==> src/rtl/lab3_serial_subtractor_pkg.sv <==
// Shared definitions for the bit-serial subtractor: FSM encoding and default width.
// Latency: n/a (declarations only).
// Backpressure: n/a.
package lab3_pkg;

  localparam int DEFAULT_WIDTH = 8;

  typedef enum logic [1:0] {
    IDLE = 2'b00,
    RUN  = 2'b01,
    DONE = 2'b10
  } state_t;

endpackage

==> src/rtl/lab3_serial_subtractor_full_subtractor_bit.sv <==
// One-bit full subtractor cell built from gate primitives, like the adder cells.
// Latency: purely combinational.
// Backpressure: none.
module full_subtractor_bit (
  input  logic x,
  input  logic y,
  input  logic bin,
  output logic d,
  output logic bout
);

  logic x_xor_y;
  logic x_n;
  logic xy_eq;
  logic brw_gen;
  logic brw_prop;

  // d = x ^ y ^ bin
  xor g_x1 (x_xor_y, x, y);
  xor g_x2 (d, x_xor_y, bin);

  // bout = (~x & y) | (~(x ^ y) & bin)
  not g_n1 (x_n, x);
  not g_n2 (xy_eq, x_xor_y);
  and g_a1 (brw_gen, x_n, y);
  and g_a2 (brw_prop, xy_eq, bin);
  or  g_o1 (bout, brw_gen, brw_prop);

endmodule

==> src/rtl/lab3_serial_subtractor.sv <==
// Bit-serial a - b, LSB first, through one full-subtractor cell and a borrow flop.
// Latency: result (done pulse) in the cycle after the WIDTH-th edge following acceptance.
// Backpressure: start is only sampled in IDLE; requests during RUN/DONE are dropped.
module lab3_serial_subtractor
  import lab3_pkg::*;
#(
  parameter int WIDTH = DEFAULT_WIDTH
) (
  input  logic             clk,
  input  logic             rst_n,
  input  logic             start,
  input  logic [WIDTH-1:0] a,
  input  logic [WIDTH-1:0] b,
  output logic             busy,
  output logic             done,
  output logic [WIDTH-1:0] diff,
  output logic             borrow_out
);

  localparam int CW = $clog2(WIDTH);
  localparam logic [CW-1:0] LAST_BIT = CW'(WIDTH - 1);

  state_t state_q, state_d;

  logic [WIDTH-1:0] a_q, a_d;
  logic [WIDTH-1:0] b_q, b_d;
  logic [WIDTH-1:0] res_q, res_d;
  logic [WIDTH-1:0] diff_q, diff_d;
  logic             bor_q, bor_d;
  logic             bo_q, bo_d;
  logic [CW-1:0]    cnt_q, cnt_d;

  logic cell_d;
  logic cell_bout;
  logic last_bit;

  assign last_bit = (cnt_q == LAST_BIT);

  // The single cell always looks at the current LSBs and the working borrow.
  full_subtractor_bit u_cell (
    .x    (a_q[0]),
    .y    (b_q[0]),
    .bin  (bor_q),
    .d    (cell_d),
    .bout (cell_bout)
  );

  // State register.
  always_ff @(posedge clk or negedge rst_n) begin
    if (!rst_n) begin
      state_q <= IDLE;
    end else begin
      state_q <= state_d;
    end
  end

  // Next-state logic: IDLE -> RUN on start, RUN -> DONE after the last bit, DONE -> IDLE.
  always_comb begin
    state_d = state_q;
    case (state_q)
      IDLE:    if (start) state_d = RUN;
      RUN:     if (last_bit) state_d = DONE;
      DONE:    state_d = IDLE;
      default: state_d = IDLE;
    endcase
  end

  // Outputs decode straight from the state register, so no path from start to busy.
  always_comb begin
    busy = (state_q != IDLE);
    done = (state_q == DONE);
  end

  // Datapath next-state: load on accept, shift one bit per RUN cycle, publish on the last bit.
  always_comb begin
    a_d    = a_q;
    b_d    = b_q;
    res_d  = res_q;
    bor_d  = bor_q;
    cnt_d  = cnt_q;
    diff_d = diff_q;
    bo_d   = bo_q;
    case (state_q)
      IDLE: begin
        if (start) begin
          a_d   = a;
          b_d   = b;
          bor_d = 1'b0;
          cnt_d = '0;
        end
      end
      RUN: begin
        res_d = {cell_d, res_q[WIDTH-1:1]};
        a_d   = a_q >> 1;
        b_d   = b_q >> 1;
        bor_d = cell_bout;
        if (last_bit) begin
          // Clear rather than increment so the counter never wraps past WIDTH-1.
          cnt_d  = '0;
          diff_d = {cell_d, res_q[WIDTH-1:1]};
          bo_d   = cell_bout;
        end else begin
          cnt_d = cnt_q + CW'(1);
        end
      end
      default: begin
      end
    endcase
  end

  // Datapath registers; reset discards any partial result and the previous answer.
  always_ff @(posedge clk or negedge rst_n) begin
    if (!rst_n) begin
      a_q    <= '0;
      b_q    <= '0;
      res_q  <= '0;
      bor_q  <= 1'b0;
      cnt_q  <= '0;
      diff_q <= '0;
      bo_q   <= 1'b0;
    end else begin
      a_q    <= a_d;
      b_q    <= b_d;
      res_q  <= res_d;
      bor_q  <= bor_d;
      cnt_q  <= cnt_d;
      diff_q <= diff_d;
      bo_q   <= bo_d;
    end
  end

  assign diff       = diff_q;
  assign borrow_out = bo_q;

endmodule

==> config.mk <==
export PLATFORM = sky130hd
export DESIGN_NAME = lab3_serial_subtractor
export DESIGN_NICKNAME = d
export VERILOG_FILES = /design/src/rtl/lab3_serial_subtractor_pkg.sv /design/src/rtl/lab3_serial_subtractor_full_subtractor_bit.sv /design/src/rtl/lab3_serial_subtractor.sv
export SDC_FILE = /design/constraint.sdc
export NUM_CORES = 1
export LEC_CHECK = 0
export ABC_AREA = 1
export BUFFER_PORTS_ARGS = -buffer_cell sky130_fd_sc_hd__buf_2
export CORE_UTILIZATION = 40
export DETAILED_ROUTE_END_ITERATION = 8
export HOLD_SLACK_MARGIN = 0.12
export SLEW_MARGIN = 25
export SYNTH_ARGS = -nofsm -noshare
export SYNTH_HDL_FRONTEND = slang
export SYNTH_SLANG_ARGS = --single-unit
==> constraint.sdc <==
create_clock -name clk -period 2.9 [get_ports clk]
set_input_delay 0.145 -clock clk [delete_from_list [all_inputs] [get_ports clk]]
set_output_delay 0.145 -clock clk [all_outputs]
set_load 0.03 [all_outputs]
* Word level (Yosys, flattened, before mapping)
Index checks and enable logic that the tools add are counted.
** Cells by class
- $add $sub $neg :: 1
- Multipliers :: 0
- Divide/modulo/power cells :: 0
- $lt $le $gt $ge :: 0
- Equal/unequal tests :: 5
- Shifts and indexed selects :: 0
- Muxes and demuxes :: 12
- Bitwise logic cells :: 7
- Reductions and logical operators :: 6
** Operator list (count)
- 8-bit case mux with 2 select lines :: 2
- 8-bit 2-to-1 mux :: 2
- 3-bit 2-to-1 mux :: 2
- 3-bit case mux with 2 select lines :: 1
- 2-bit AND reduction :: 3
- 2-bit 2-to-1 mux :: 2
- 2-bit != test, second input constant :: 2
- 2-bit case mux with 2 select lines :: 1
- 2-bit nonzero test :: 2
- 3-bit by 1-bit adder with 3-bit output, second input constant :: 1
- 3-bit equality test, second input constant :: 1
- 1-bit AND :: 2
- 2-bit by 1-bit equality test with 1-bit output, second input constant :: 1
- 2-bit equality test, second input constant :: 1
- 2-bit logical NOT :: 1
- 1-bit NOT :: 2
- 1-bit case mux with 2 select lines :: 1
- 1-bit XOR :: 2
- 1-bit 2-to-1 mux :: 1
- 1-bit OR :: 1
** Storage, ports and cells
- Flip-flop bits (word level) :: 39
- Latch bits :: 0
- Memory bits (writable) :: 0
- ROM bits :: 0
- Input bits :: 19
- Output and inout port bits :: 11
- Logic and storage cells :: 39
- Memories kept :: 0

* Logic depth before layout (Yosys ltp)
- Depth after elaboration :: 5
- Gate-level depth with buffers :: 7
- Mapped depth without buffers :: 6

* By module
From an unflattened synthesis, not the netlist that was laid out.
** Second synthesis, totals
- Cell total of the unflattened synthesis :: 221
- Area, all modules :: 1881.8 µm²
** By module, submodules not included
- lab3_serial_subtractor :: times used 1, cells an instance 217, area each 1850.5 µm², sequential area each 950.9 µm²
- full_subtractor_bit :: times used 1, cells an instance 4, area each 31.3 µm², sequential area each 0.0 µm²

* Worst setup path before layout
No wires, ideal clock.
- Path type :: register to output
- Start :: register state_q[0]
- End :: output port done
- Data arrival time :: 1.124 ns
- Required time :: 2.755 ns
- Slack :: 1.631 ns
- Cell stages (with the launch flop) :: 4
- Buffers on the path :: 2
- Cell sequence :: dfrtp_1 > buf_4 > clkbuf_1 > nor2_1
** Between the ends
- Word-level cells in the longest chain between the ends :: 1
** RTL lines
- start, declared :: RTL line lab3_serial_subtractor.sv:23 : state_t state_q, state_d;
- start signal, assigned :: RTL line lab3_serial_subtractor.sv:53 : state_q <= state_d;
- 2-bit equality test :: RTL line lab3_serial_subtractor.sv:71 : done = (state_q == DONE);
- end, declared :: RTL line lab3_serial_subtractor.sv:15 : output logic done,
Every way passes these cells.

* Worst setup path after layout
- Start :: register state_q[0]
- End :: register a_q[5]
** Between the ends
- Word-level cells in the longest chain between the ends :: 3
- Elaborated cells on any way between the ends :: 6
- Those cells by class :: 2 x eq/ne; 1 x mux; 3 x reduce/logical
** RTL lines
- 2-bit by 1-bit equality test with 1-bit output or 2-bit logical NOT (tied branches) :: RTL line lab3_serial_subtractor.sv:83 : case (state_q)
- 2-bit nonzero test (no source line) or 2-bit != test (tied branches)
- 2-bit AND reduction (no source line)
- end signal, assigned :: RTL line lab3_serial_subtractor.sv:114 : a_q <= '0;
- end signal, assigned :: RTL line lab3_serial_subtractor.sv:122 : a_q <= a_d;
- end, declared :: RTL line lab3_serial_subtractor.sv:25 : logic [WIDTH-1:0] a_q, a_d;
Parallel ways exist; a longest one is shown, timed or not.
A chain may end at the register's enable or synchronous reset.

==> impl_metrics.csv <==
group,metric,value,unit
setup_path,path_max_fanout,30,
cts,path_clk_slew,0.08,ns
timing,setup_violations,0,
finish,area_delta_synth_final,18.5,%
status,status,"finished, final reports clean",
route,ant_nets,0,
cts,clk-insertion-delay-late,0.28,ns
route,drc_errors,0,
synthesis,synth_area_leaders,"dfrtp_1, nand2_1, inv_1, nand3_1, o21ai_2",
timing,fin_crit_sh,58.9,%
placement,place_congestion,0.701,
timing,post-route-min-period,1.71,ns
synthesis,yosys_register_bits,38,
cts,max-clock-path-buffers,2,
synthesis,ys_top_cells_by_count,"nand2_1, dfrtp_1, inv_1",
die,initial_utilization,43.2,%
setup_path,worstSetupStartpointType,"flip-flop",
global_route,grt_overflow,0,
synthesis,synth_nets,242,
timing,slew_violations,0,
setup_path,reg2regPathDepth,5,
setup_path,arrival,1.88,ns
setup_path,cp.required,3.08,ns
job,drv_cap,0,
finish,diodes,0,
synthesis,synth_ff_type,"dfrtp_1",
finish,final_util,51.1,%
synthesis,yosysTopAreaCell,"dfrtp_1",
timing,rsz0062_at_grt,"false",
finish,finalNetCount,274,
synthesis,syn-cell-area,1790,um^2
hold_path,hold-path-endpoint,"a_q[3]$_DFFE_PN0P_",
synthesis,synth_edf_count,0,
hold_path,min_path_cells,5,
route,post_drt_wl_per_cell,11.0,um
setup_path,timing.rr.start,"state_q[0]$_DFFE_PN0P_",
global_route,grt_pass1_wl,5570,um
setup_path,setup.worst_path.end_class,"flip-flop",
timing,max_freq,585,MHz
die,io_pins,30,
pwr,power_density,1130,nW/um^2
synthesis,synth_top_area_share,53.1,%
global_route,grt_pass1_vias,1254,
route,wl,3320,um
route,drt_pass1_iterations,4,
finish,fin_cells,303,
pwr,peakVddDrop,0.000651,V
setup_path,cp_slowest_cell,"dfrtp_1",
cts,cts-root-buf,"clkbuf_8",
setup_path,timing.rr.end,"a_q[5]$_DFFE_PN0P_",
die,die_x,68.9,um
synthesis,yosysWarnings,0,
timing,hold_viol,0,
synthesis,synth_cell_types,19,
timing,slew_headroom,45.0,%
cts,clkSinkCount,38,
pwr,p_leak,1.21,nW
setup_path,path_cells,"nand2_2 -> buf_4 -> nand2_1 -> nand3_1 -> nand2_1",
finish,fillers,411,
die,placementRows,23,
setup_path,critical_path.startpoint,"state_q[0]$_DFFE_PN0P_",
placement,dp_cells,292,
cts,cts-htree-levels,2,
cts,post_cts_buffers,0,
cts,cts-resized-gates,0,
cts,cts_made_buffers,5,
synthesis,seq_area_frac_synth,53.1,%
timing,tightest_slew,0.826,ns
timing,holdWs,0.162,ns
die,dieArea,4740,um^2
finish,layout-drive-gt1-share,20.6,%
global_route,grtUsageTotal,16.4,%
route,drt-vias-per-instance,4.39,
route,vias,1331,
die,core_area,4140,um^2
placement,port_buffers,29,
synthesis,yosysMostFrequentCell,"nand2_1",
global_route,grt_max_degree,39,
hold_path,hp-class,"in2reg",
setup_path,crit_path_frequent_cell,"nand2_1",
timing,finalSetupTns,0,ns
setup_path,rrSetupSlack,1.19,ns
timing,finClkSkew,0.00566,ns
die,chipHeight,68.9,um
cts,cts_tree,"done",
placement,hpwlAfterDp,2220,um
synthesis,synthCells,220,
synthesis,synth.avg_cell_area,8.13,um^2
setup_path,criticalPathCategory,"reg2reg",
setup_path,cpPeakStageDelay,0.59,ns
synthesis,ys_async_sr_fraction,100,%
hold_path,worstHoldStart,"a[3]",
global_route,antenna_found_initial,0,
route,drtIter0Drc,100,
[kinds of logic after synthesis]
kind of cell	after synthesis	synth area share, %
flip-flops	38	53.1
AND/OR/NAND/NOR	110	25.0
buffers and inverters	49	12.0
adder cells (fa/ha/maj)	3	2.52
AO/OA/AOI/OAI	20	7.27
[critical path, delay by kind of cell (launching register included)]
| kind | cells | cell delay (ns) |
|---|---|---|
| buffers and inverters | 1 | 0.28 |
| and+or+nand+nor | 4 | 0.73 |
| DFF | 1 | 0.59 |
[power breakdown]
part,switching (mW),leakage (nW),internal [mW]
Sequential,0.149,0.475,0.775
Combinational,0.593,0.668,0.318
Clock,0.186,0.0714,0.367
Total,0.928,1.21,1.46
[layout by cell type, fill, tap and decap left out, types with 2 or more instances in the layout]
cell type | synthesis | final
bufinv_16 | 0 | 2
nor2_1 | 2 | 2
dfrtp_1 | 38 | 38
inv_1 | 38 | 38
buf_2 | 4 | 29
ha_1 | 2 | 2
dlygate4sd3_1 | 0 | 3
o21ai_0 | 10 | 10
nand2_1 | 91 | 91
buf_4 | 1 | 2
inv_2 | 2 | 2
o21ai_2 | 8 | 8
nand3_1 | 14 | 14
clkbuf_8 | 0 | 6
[registers in the layout, indices dropped and copies added, names as in the netlist]
| register | count |
|---|---|
| b_q | 8 |
| res_q | 7 |
| borrow_out | 1 |
| bor_q | 1 |
| cnt_q | 3 |
| state_q | 2 |
| diff | 8 |
| a_q | 8 |
[metal layers]
| layer | GRT usage (%) | vias up | wire [um] | share of wire [%] |
|---|---|---|---|---|
| li1 | - | 715 | - | - |
| met4 | 6.12 | 0 | 20 | 0.60 |
| met2 | 25.0 | 24 | 1470 | 44 |
| met3 | 3.95 | 4 | 149 | 4.5 |
| met5 | 0 | - | 0 | 0 |
| met1 | 22.4 | 588 | 1680 | 51 |
[repair_timing]
item                                   in CTS  in global routing
hold buffers                                3                  0
endpoints found under the hold margin      40                  0
setup endpoints to repair                   0                  0
[final cells by class]
type / count / area (um^2) / area share, %
Sequential cell: 38 / 951 / 44.9
Multi-Input combinational cell: 133 / 623 / 29.4
Timing Repair Buffer: 34 / 190 / 8.97
Inverter: 40 / 150 / 7.08
Clock buffer: 6 / 82.6 / 3.90
Tap cell: 50 / 62.6 / 2.95
Clock inverter: 2 / 60.1 / 2.83
[how the worst max path moves through the flow]
| stage | endpoint | slack [ns] | cells past startpoint |
|---|---|---|---|
| after floorplan | done | 1.63 | 3 |
| after global placement | a_q[5]$_DFFE_PN0P_ | 1.20 | 5 |
| after CTS | a_q[5]$_DFFE_PN0P_ | 1.16 | 5 |
| after global routing | b_q[5]$_DFFE_PN0P_ | 1.00 | 5 |
| final | a_q[5]$_DFFE_PN0P_ | 1.19 | 5 |
| after detailed placement | a_q[0]$_DFFE_PN0P_ | 1.17 | 5 |
[metrics by stage]
step	instance area, um^2	setup WS [ns]	total power [mW]
after global routing	2120	1.00	2.60
final	2120	1.19	2.39
after global placement	1950	1.20	1.84
after CTS	2120	1.16	2.42
after detailed placement	1950	1.17	1.86
after floorplan	1790	1.63	1.65
No activity file was read; power rests on OpenSTA's default activity.
